--- config.mk ---
export PLATFORM = sky130hd
export DESIGN_NAME = trng_ctrl_flat
export DESIGN_NICKNAME = d
export VERILOG_FILES = /design/src/rtl/trng_ctrl_pkg.sv /design/src/rtl/trng_ctrl_if.sv /design/src/rtl/trng_health_rct.sv /design/src/rtl/trng_ctrl.sv /design/src/flat_wrapper.sv
export SDC_FILE = /design/constraint.sdc
export NUM_CORES = 1
export LEC_CHECK = 0
export CORE_UTILIZATION = 24
export CTS_CLUSTER_DIAMETER = 50
export DETAILED_ROUTE_END_ITERATION = 10
export HOLD_SLACK_MARGIN = 0.03
export SLEW_MARGIN = 20
export SYNTH_ARGS = -nofsm -noshare
export SYNTH_HDL_FRONTEND = slang
export SYNTH_SLANG_ARGS = --single-unit
--- constraint.sdc ---
create_clock -name clk -period 2 [get_ports clk]
set_input_delay 0.4 -clock clk [delete_from_list [all_inputs] [get_ports clk]]
set_output_delay 0.4 -clock clk [all_outputs]
set_load 0.05 [all_outputs]
--- src/rtl/trng_ctrl_pkg.sv ---
// Shared types, default parameters and counter sizing for the TRNG sequencer.
// StFail exists only when TRNG_CTRL_HEALTH_EN is defined.
package trng_ctrl_pkg;

  localparam int unsigned DefWordWidth    = 32;
  localparam int unsigned DefWarmupCycles = 256;
  localparam int unsigned DefSampleDiv    = 4;
  localparam int unsigned DefRepLimit     = 34;

  typedef enum logic [2:0] {
    StIdle,
    StWarmup,
    StCollect,
    StHold
`ifdef TRNG_CTRL_HEALTH_EN
    ,
    StFail
`endif
  } trng_ctrl_state_e;

  // Width of a counter that runs 0..terminal-1, never narrower than one bit.
  function automatic int unsigned cnt_width(input int unsigned terminal);
    return (terminal > 1) ? $clog2(terminal) : 1;
  endfunction

endpackage

--- src/rtl/trng_ctrl_if.sv ---
// Bus/macro-facing signal bundle of trng_ctrl; master is the controller side.
interface trng_ctrl_if
  import trng_ctrl_pkg::*;
#(
  parameter int unsigned WORD_WIDTH = DefWordWidth
);

  logic                  enable;
  logic                  trng_en;
  logic                  trng_bit;
  logic [WORD_WIDTH-1:0] rnd_data;
  logic                  rnd_valid;
  logic                  rnd_ready;
  logic                  busy;
  logic                  health_fail;

  modport master (
    input  enable, trng_bit, rnd_ready,
    output trng_en, rnd_data, rnd_valid, busy, health_fail
  );

  modport slave (
    output enable, trng_bit, rnd_ready,
    input  trng_en, rnd_data, rnd_valid, busy, health_fail
  );

endinterface

--- src/rtl/trng_health_rct.sv ---
// Repetition-count health test: flags a run of REP_LIMIT identical samples.
// fail is a combinational strobe on the sample that completes the run.
module trng_health_rct
  import trng_ctrl_pkg::*;
#(
  parameter int unsigned REP_LIMIT = DefRepLimit
) (
  input  logic clk,
  input  logic rst_n,
  input  logic clear,
  input  logic sample_stb,
  input  logic bit_in,
  output logic fail
);

  localparam logic [7:0] RepLimit = 8'(REP_LIMIT);

  logic       r_last;
  logic [7:0] r_run;
  logic [7:0] w_run_nxt;

  always_comb begin
    w_run_nxt = 8'd1;
    if ((r_run != 8'd0) && (bit_in == r_last)) begin
      w_run_nxt = (r_run == 8'hFF) ? r_run : r_run + 8'd1;
    end
  end

  assign fail = sample_stb && (w_run_nxt >= RepLimit);

  always_ff @(posedge clk or negedge rst_n) begin
    if (!rst_n) begin
      r_last <= 1'b0;
      r_run  <= 8'd0;
    end else if (clear) begin
      r_last <= 1'b0;
      r_run  <= 8'd0;
    end else if (sample_stb) begin
      r_last <= bit_in;
      r_run  <= w_run_nxt;
    end
  end

endmodule

--- src/rtl/trng_ctrl.sv ---
// Ring-oscillator TRNG sequencer: warm-up, divided sampling, word packing, valid/ready hand-off.
// Define TRNG_CTRL_HEALTH_EN to add the repetition-count test and the sticky FAIL state.
module trng_ctrl
  import trng_ctrl_pkg::*;
#(
  parameter int unsigned WORD_WIDTH    = DefWordWidth,
  parameter int unsigned WARMUP_CYCLES = DefWarmupCycles,
  parameter int unsigned SAMPLE_DIV    = DefSampleDiv,
  parameter int unsigned REP_LIMIT     = DefRepLimit
) (
  input logic         clk,
  input logic         rst_n,
  trng_ctrl_if.master bus
);

  localparam int unsigned WarmW = cnt_width(WARMUP_CYCLES);
  localparam int unsigned DivW  = cnt_width(SAMPLE_DIV);
  localparam int unsigned BitW  = cnt_width(WORD_WIDTH);

  localparam logic [WarmW-1:0] WarmLast = WarmW'(WARMUP_CYCLES - 1);
  localparam logic [DivW-1:0]  DivLast  = DivW'(SAMPLE_DIV - 1);
  localparam logic [BitW-1:0]  BitLast  = BitW'(WORD_WIDTH - 1);

  localparam bit ParamsOk = (WORD_WIDTH >= 2) && (WORD_WIDTH <= 64) && (WARMUP_CYCLES >= 1) &&
                            (SAMPLE_DIV >= 1) && (REP_LIMIT >= 2) && (REP_LIMIT <= 255);

  if (!ParamsOk) begin : g_bad_params
    $error("trng_ctrl: parameter out of range");
  end

  trng_ctrl_state_e      r_state, w_state_nxt;
  logic [WarmW-1:0]      r_warm_cnt;
  logic [DivW-1:0]       r_div;
  logic [BitW-1:0]       r_bit_cnt;
  logic [WORD_WIDTH-1:0] r_sr;
  logic                  r_trng_en, r_valid, r_busy;
  logic                  w_sample, w_discard;

  assign w_sample = (r_state == StCollect) && (r_div == DivLast);

`ifdef TRNG_CTRL_HEALTH_EN
  logic w_rct_clear, w_rct_fail, r_health_fail;

  // Run length restarts only on a fresh warm-up, so it spans word boundaries.
  assign w_rct_clear = (r_state == StWarmup) && (w_state_nxt == StCollect);
  assign w_discard   = (w_state_nxt == StIdle) || (w_state_nxt == StFail);

  trng_health_rct #(
    .REP_LIMIT (REP_LIMIT)
  ) u_rct (
    .clk        (clk),
    .rst_n      (rst_n),
    .clear      (w_rct_clear),
    .sample_stb (w_sample),
    .bit_in     (bus.trng_bit),
    .fail       (w_rct_fail)
  );

  always_ff @(posedge clk or negedge rst_n) begin
    if (!rst_n) r_health_fail <= 1'b0;
    else        r_health_fail <= (w_state_nxt == StFail);
  end

  assign bus.health_fail = r_health_fail;
`else
  assign w_discard       = (w_state_nxt == StIdle);
  assign bus.health_fail = 1'b0;
`endif

  always_comb begin
    w_state_nxt = r_state;
    case (r_state)
      StIdle:    if (bus.enable) w_state_nxt = StWarmup;
      StWarmup:  if (r_warm_cnt == WarmLast) w_state_nxt = StCollect;
      StCollect: begin
        if (w_sample && (r_bit_cnt == BitLast)) w_state_nxt = StHold;
`ifdef TRNG_CTRL_HEALTH_EN
        if (w_rct_fail) w_state_nxt = StFail;
`endif
      end
      StHold:    if (bus.rnd_ready) w_state_nxt = StCollect;
      default:   ;
    endcase
    if (!bus.enable) w_state_nxt = StIdle;
  end

  always_ff @(posedge clk or negedge rst_n) begin
    if (!rst_n) begin
      r_state    <= StIdle;
      r_warm_cnt <= '0;
      r_div      <= '0;
      r_bit_cnt  <= '0;
      r_sr       <= '0;
      r_trng_en  <= 1'b0;
      r_valid    <= 1'b0;
      r_busy     <= 1'b0;
    end else begin
      r_state    <= w_state_nxt;
      r_warm_cnt <= ((r_state == StWarmup) && (w_state_nxt == StWarmup)) ?
                    r_warm_cnt + 1'b1 : '0;
      // Counters live only within one COLLECT stay; any exit clears them.
      if ((r_state == StCollect) && (w_state_nxt == StCollect)) begin
        r_div <= w_sample ? '0 : r_div + 1'b1;
        if (w_sample) r_bit_cnt <= r_bit_cnt + 1'b1;
      end else begin
        r_div     <= '0;
        r_bit_cnt <= '0;
      end
      if (w_discard)     r_sr <= '0;
      else if (w_sample) r_sr <= {r_sr[WORD_WIDTH-2:0], bus.trng_bit};
      r_trng_en <= (w_state_nxt == StWarmup) || (w_state_nxt == StCollect) ||
                   (w_state_nxt == StHold);
      r_valid   <= (w_state_nxt == StHold);
      r_busy    <= (w_state_nxt != StIdle);
    end
  end

  assign bus.trng_en   = r_trng_en;
  assign bus.rnd_valid = r_valid;
  assign bus.busy      = r_busy;
  assign bus.rnd_data  = r_sr;

endmodule
--- src/flat_wrapper.sv ---
// flat-port wrapper written by rule: the top's interface ports become plain ports
module trng_ctrl_flat import trng_ctrl_pkg::*;
#(
  parameter int unsigned WORD_WIDTH    = DefWordWidth,
  parameter int unsigned WARMUP_CYCLES = DefWarmupCycles,
  parameter int unsigned SAMPLE_DIV    = DefSampleDiv,
  parameter int unsigned REP_LIMIT     = DefRepLimit
)
  (clk, rst_n, bus_enable, bus_trng_bit, bus_rnd_ready, bus_trng_en, bus_rnd_data, bus_rnd_valid, bus_busy, bus_health_fail);
  trng_ctrl_if #(.WORD_WIDTH(WORD_WIDTH)) bus_i ();
  input logic clk;
  input logic rst_n;
  input wire logic [$bits(bus_i.enable)-1:0] bus_enable;
  input wire logic [$bits(bus_i.trng_bit)-1:0] bus_trng_bit;
  input wire logic [$bits(bus_i.rnd_ready)-1:0] bus_rnd_ready;
  output wire logic [$bits(bus_i.trng_en)-1:0] bus_trng_en;
  output wire logic [$bits(bus_i.rnd_data)-1:0] bus_rnd_data;
  output wire logic [$bits(bus_i.rnd_valid)-1:0] bus_rnd_valid;
  output wire logic [$bits(bus_i.busy)-1:0] bus_busy;
  output wire logic [$bits(bus_i.health_fail)-1:0] bus_health_fail;
  assign bus_i.enable = bus_enable;
  assign bus_i.trng_bit = bus_trng_bit;
  assign bus_i.rnd_ready = bus_rnd_ready;
  assign bus_trng_en = bus_i.trng_en;
  assign bus_rnd_data = bus_i.rnd_data;
  assign bus_rnd_valid = bus_i.rnd_valid;
  assign bus_busy = bus_i.busy;
  assign bus_health_fail = bus_i.health_fail;
  trng_ctrl #(.WORD_WIDTH(WORD_WIDTH), .WARMUP_CYCLES(WARMUP_CYCLES), .SAMPLE_DIV(SAMPLE_DIV), .REP_LIMIT(REP_LIMIT)) u_core (.clk(clk), .rst_n(rst_n), .bus(bus_i));
endmodule
==> After elaboration in Yosys (flattened, before gate mapping) <==
Cells that the tools add are included.
{ "totals": {"register_bits": 53, "out_inout_bits": 36} }
{ "classes": {"n_addsub": 3, "n_mux": 12, "n_eq_ne": 10, "reduce_logical": 10} }
{ "op_table": {"columns": ["operator", "n"], "rows": [
  ["$mux 32", 2],
  ["$eq 3x2->1 const B", 4],
  ["$mux 3", 4],
  ["$pmux 3 s4", 1],
  ["$mux 5", 2],
  ["$add 8x1->8 const B", 1],
  ["$eq 8x8->1 const B", 1],
  ["$mux 8", 1],
  ["$eq 3x1->1 const B", 2],
  ["$logic_not 3->1", 2],
  ["$add 5x1->5 const B", 1],
  ["$eq 5x5->1 const B", 1],
  ["$logic_and 1x1->1", 4],
  ["$mux 2", 2],
  ["$reduce_bool 3->1", 1],
  ["$add 2x1->2 const B", 1],
  ["$eq 2x2->1 const B", 1],
  ["$logic_or 1x1->1", 2],
  ["$ne 2x1->1 const B", 1],
  ["$reduce_bool 2->1", 1]
]} }

==> Depth between registers and ports, before layout <==
{ "depth": {"ltp_word": 9, "mapped_depth": 7} }

==> Worst setup path before layout <==
No wires, ideal clock.
{ "synth_timing": {"path_kind": "reg2reg", "start": "register u_core.r_bit_cnt[0]", "end": "register u_core.r_state[0]", "setup_slack_ns": 0.456, "synth_period_minus_slack_ns": 1.544, "setup_ns": 0.082, "path_stages_with_launch": 7, "t_required_ns": 1.918, "arrival_ns": 1.462, "cell_sequence": "dfrtp_1 > ha_1 > and3_1 > ha_1 > nand2_1 > or4b_1 > a31oi_1"} }
{ "synth_via": {"elab_chain_len": 5} }
{ "synth_lines": {"columns": ["item", "line_no", "rtl"], "rows": [
  ["from (decl)", "trng_ctrl.sv:34", "logic [BitW-1:0] r_bit_cnt;"],
  ["from (signal assigned)", "trng_ctrl.sv:104", "if (w_sample) r_bit_cnt <= r_bit_cnt + 1'b1;"],
  ["$eq 5x5->1", "trng_ctrl.sv:76", "if (w_sample && (r_bit_cnt == BitLast)) w_state_nxt = StHold;"],
  ["$logic_and 1x1->1", "trng_ctrl.sv:76", null],
  ["$mux 3", "trng_ctrl.sv:76", null],
  ["$pmux 3 s4", "trng_ctrl.sv:72", "case (r_state)"],
  ["$mux 3", "trng_ctrl.sv:84", "if (!bus.enable) w_state_nxt = StIdle;"],
  ["via u_core.w_state_nxt[0]", "trng_ctrl.sv:31", "trng_ctrl_state_e r_state, w_state_nxt;"],
  ["to (signal assigned)", "trng_ctrl.sv:89", "r_state <= StIdle;"],
  ["to (signal assigned)", "trng_ctrl.sv:98", "r_state <= w_state_nxt;"],
  ["to (decl)", "trng_ctrl.sv:31", null]
]} }
The timed path passes the listed nets, and every way through them passes these cells.
A chain may end at the register's enable or synchronous reset.

==> Final worst setup path <==
{ "layout_timing": {"start": "register u_core.r_sr[11] (netlist: u_core.bus.rnd_data[11])", "end": "output bus_rnd_data[11]"} }
{ "layout_rtl": {"columns": ["item", "line_no", "rtl"], "rows": [
  ["from (decl)", "trng_ctrl.sv:35", "logic [WORD_WIDTH-1:0] r_sr;"],
  ["from (signal assigned)", "trng_ctrl.sv:110", "else if (w_sample) r_sr <= {r_sr[WORD_WIDTH-2:0], bus.trng_bit};"],
  ["to (decl)", "flat_wrapper.sv:17", "output wire logic [$bits(bus_i.rnd_data)-1:0] bus_rnd_data;"]
]} }
No word-level cell between the ends.

==> results.json <==
{
  "die_h_microns": 99.6,
  "layout_common_cells": "69 x nand2_1, 53 x dfrtp_1, 36 x a21oi_1",
  "wl_per_cell_microns": 12.1,
  "fin_crit_ns": 1.94,
  "path_cells": "clkdlybuf4s50_1",
  "relSlewSlack_pct": 65.5,
  "numCtsBuffers": 5,
  "outcome": "completed",
  "syn-cell-area_sq_um": 2290,
  "synth_top_cell_area_share_pct": 58.0,
  "peakVddDrop_mv": 0.247,
  "yosys-top-cells-area": "dfrtp_1 58%, nand2_1 11%, a21oi_1 7.9%",
  "cp_slowest_cell": "clkdlybuf4s50_1",
  "nNetsFinal": 280,
  "port_buffers": 39,
  "drt-initial-drc-count": 52,
  "syn_avg_cell_area_sq_um": 9.69,
  "crit_required_ns": 1.60,
  "die_x_microns": 99.6,
  "ys_ff_latch": 53,
  "clock_latency_ns": 0.30,
  "routed_wl_microns": 4830,
  "path_class": "register to output port",
  "viasPerCell": 4.37,
  "end_kind": "output port",
  "power_frac_comb_pct": 4.2,
  "drtAntennaViolNets": 0,
  "dp_slack_ns": 0.241,
  "vias": 1743,
  "synth-warning-count": 0,
  "synth_fp_nets": 245,
  "initial_core_util_pct": 24.7,
  "critPathMaxFanout": 3,
  "antenna_found_initial": 0,
  "setup_slack_ns": 0.0645,
  "grt_pass1_wl_microns": 8110,
  "core_sq_um": 9240,
  "worst_pin_slew_ns": 0.516,
  "ctsHoldBuffers": 0,
  "p_switching_w": 0.000398,
  "rsz0062_at_grt": "no",
  "cts_resized": 0,
  "grt_pass1_vias": 1651,
  "globalRouteTotalUtil_pct": 10.2,
  "grt_start_max_net_pins": 34,
  "layout_commonest_cell": "nand2_1",
  "die_area_sq_um": 9920,
  "cts_buffer_depth": 2,
  "netlist_instances": 236,
  "ioPinCount": 41,
  "ctsHtreeMaxLevel": 2,
  "worst_ep_arrival_time_ns": 1.54,
  "hpwl_microns": 3240,
  "clock-sinks": 53,
  "seq_area_frac_synth_pct": 58.0,
  "slew_violations": 0,
  "p_clk_share_pct": 33.1,
  "drc_errors": 0,
  "cts_root_buf": "clkbuf_8",
  "gp_congestion": 0.733,
  "path_clk_slew_ns": 0.09,
  "min_period_over_period_pct": 96.8,
  "firstDrtPassIters": 4,
  "finClkSkew_ns": 0.00978,
  "drive_gt1_share_pct": 7.04,
  "slowest_delay_ns": 0.82,
  "cts_tree": "done",
  "grt_overflow": 0,
  "maxCapViolations": 0,
  "fp-row-count": 35,
  "antenna_cells": 0,
  "synth_cell_types": 35,
  "max_clock_freq_mhz": 517,
  "path_delay_family": "buffers and inverters",
  "leakagePower_nw": 1.16,
  "cp-start-kind": "register",
  "setup_viol": 0,
  "cts_setup_buffers": 0,
  "powerDensity_nw_per_um2": 602,
  "hold_viol_final": 0,
  "yosysTopAreaCell": "dfrtp_1",
  "path_buf_inv": 1,
  "hold_class": "input port to async pin",
  "switching_share_pct": 23.1,
  "intPower_w": 0.00133,
  "area_delta_synth_final_pct": 25.2,
  "seq_power_share_pct": 62.8,
  "fin_tns_setup_ns": 0
}
[stage by stage]
| step | instance area [sq um] | total power (W) | util (%) | hold WS (ns) | cells |
|---|---|---|---|---|---|
| after floorplan | 2290 | 0.00113 | - | 0.104 | 236 |
| after global placement | 2790 | 0.00118 | 30.2 | 0.357 | 393 |
| after detailed placement | 2790 | 0.00118 | 30.2 | 0.370 | 393 |
| after CTS | 2860 | 0.00176 | 31.0 | 0.0329 | 399 |
| after global routing | 2860 | 0.00181 | 31.0 | 0.0474 | 399 |
| final | 2860 | 0.00172 | 31.0 | 0.0196 | 399 |
[cell usage after synthesis (all sizes together)]
master and number:
buf 10, nor3 2, dfrtp 53, nor2b 1, nand2 69, and3 4
and2 1, or4b 1, nand4b 1, nand3 3, nand4bb 1, o21ai 4
a21oi 36, clkbuf 6, ha 4, conb 1, nor4bb 1, mux2i 3
nor2 11, xnor2 2, inv 4, and4bb 1, nand4 3, or3 2
a31oi 2, o31ai 2, nand3b 2, xor2 4, and2b 1, or4 1
[per-layer routing]
layer  vias up  wire (microns)  share of wire [%]  global-route usage, %
li1        845               -                  -                      -
met4         0              17               0.35                   2.38
met1       855            2340                 48                   14.0
met5         -               0                  0                      0
met3         2             195                4.0                   2.60
met2        41            2280                 47                   16.2
[worst paths after layout]
check	start	end	cells past startpoint	slack, ns
setup / recovery	u_core.bus.rnd_data[11]	bus_rnd_data[11]	1	0.06
hold / removal	rst_n	u_core.bus.rnd_data[16]	1	0.02
setup reg to reg	u_core.r_div[0]	u_core.bus.rnd_data[13]	5	0.33
hold reg to reg	u_core.r_div[0]	u_core.r_div[0]	1	0.45
max in group asynchronous	rst_n	u_core.bus.rnd_data[5]	2	1.36
min in group clk	u_core.r_div[0]	u_core.r_div[0]	1	0.45
[sequential cells by signal, summed over array words and instances, names as in the netlist]
name / count
u_core.r_bit_cnt: 5
u_core.bus.trng_en: 1
u_core.bus.busy: 1
u_core.r_state: 3
u_core.bus.rnd_data: 32
u_core.r_div: 2
u_core.r_warm_cnt: 8
u_core.bus.rnd_valid: 1
[layout make-up]
type,count,area [sq um]
well taps,129,161
flip-flops and latches,53,1330
clock buffers,5,68.8
inverters,4,15.0
clock inverters,1,5.00
fillers,975,6380
multi-input cells,163,858
repair buffers,44,428
[kinds of logic (layout without fill, tap and decap cells)]
family	count (synthesis)	in the layout	synth area share, %
AO/OA/AOI/OAI	44	44	9.96
XOR/XNOR	6	6	2.30
adder cells (fa/ha/maj)	4	4	2.19
buffers and inverters	20	54	4.43
flip-flops	53	53	58.0
multiplexers	3	3	1.31
other	1	1	0.164
AND/OR/NAND/NOR	105	105	21.6
[power by group through the flow]
stage | registers (W) | clock network (W) | logic, W
after floorplan | 0.00111 | 0 | 0.0000271
after global placement | 0.00110 | 0 | 0.0000737
after detailed placement | 0.00110 | 0 | 0.0000746
after CTS | 0.00108 | 0.000598 | 0.0000749
after global routing | 0.00108 | 0.000647 | 0.0000808
final | 0.00108 | 0.000570 | 0.0000717
No activity file was read; power rests on OpenSTA's default activity.
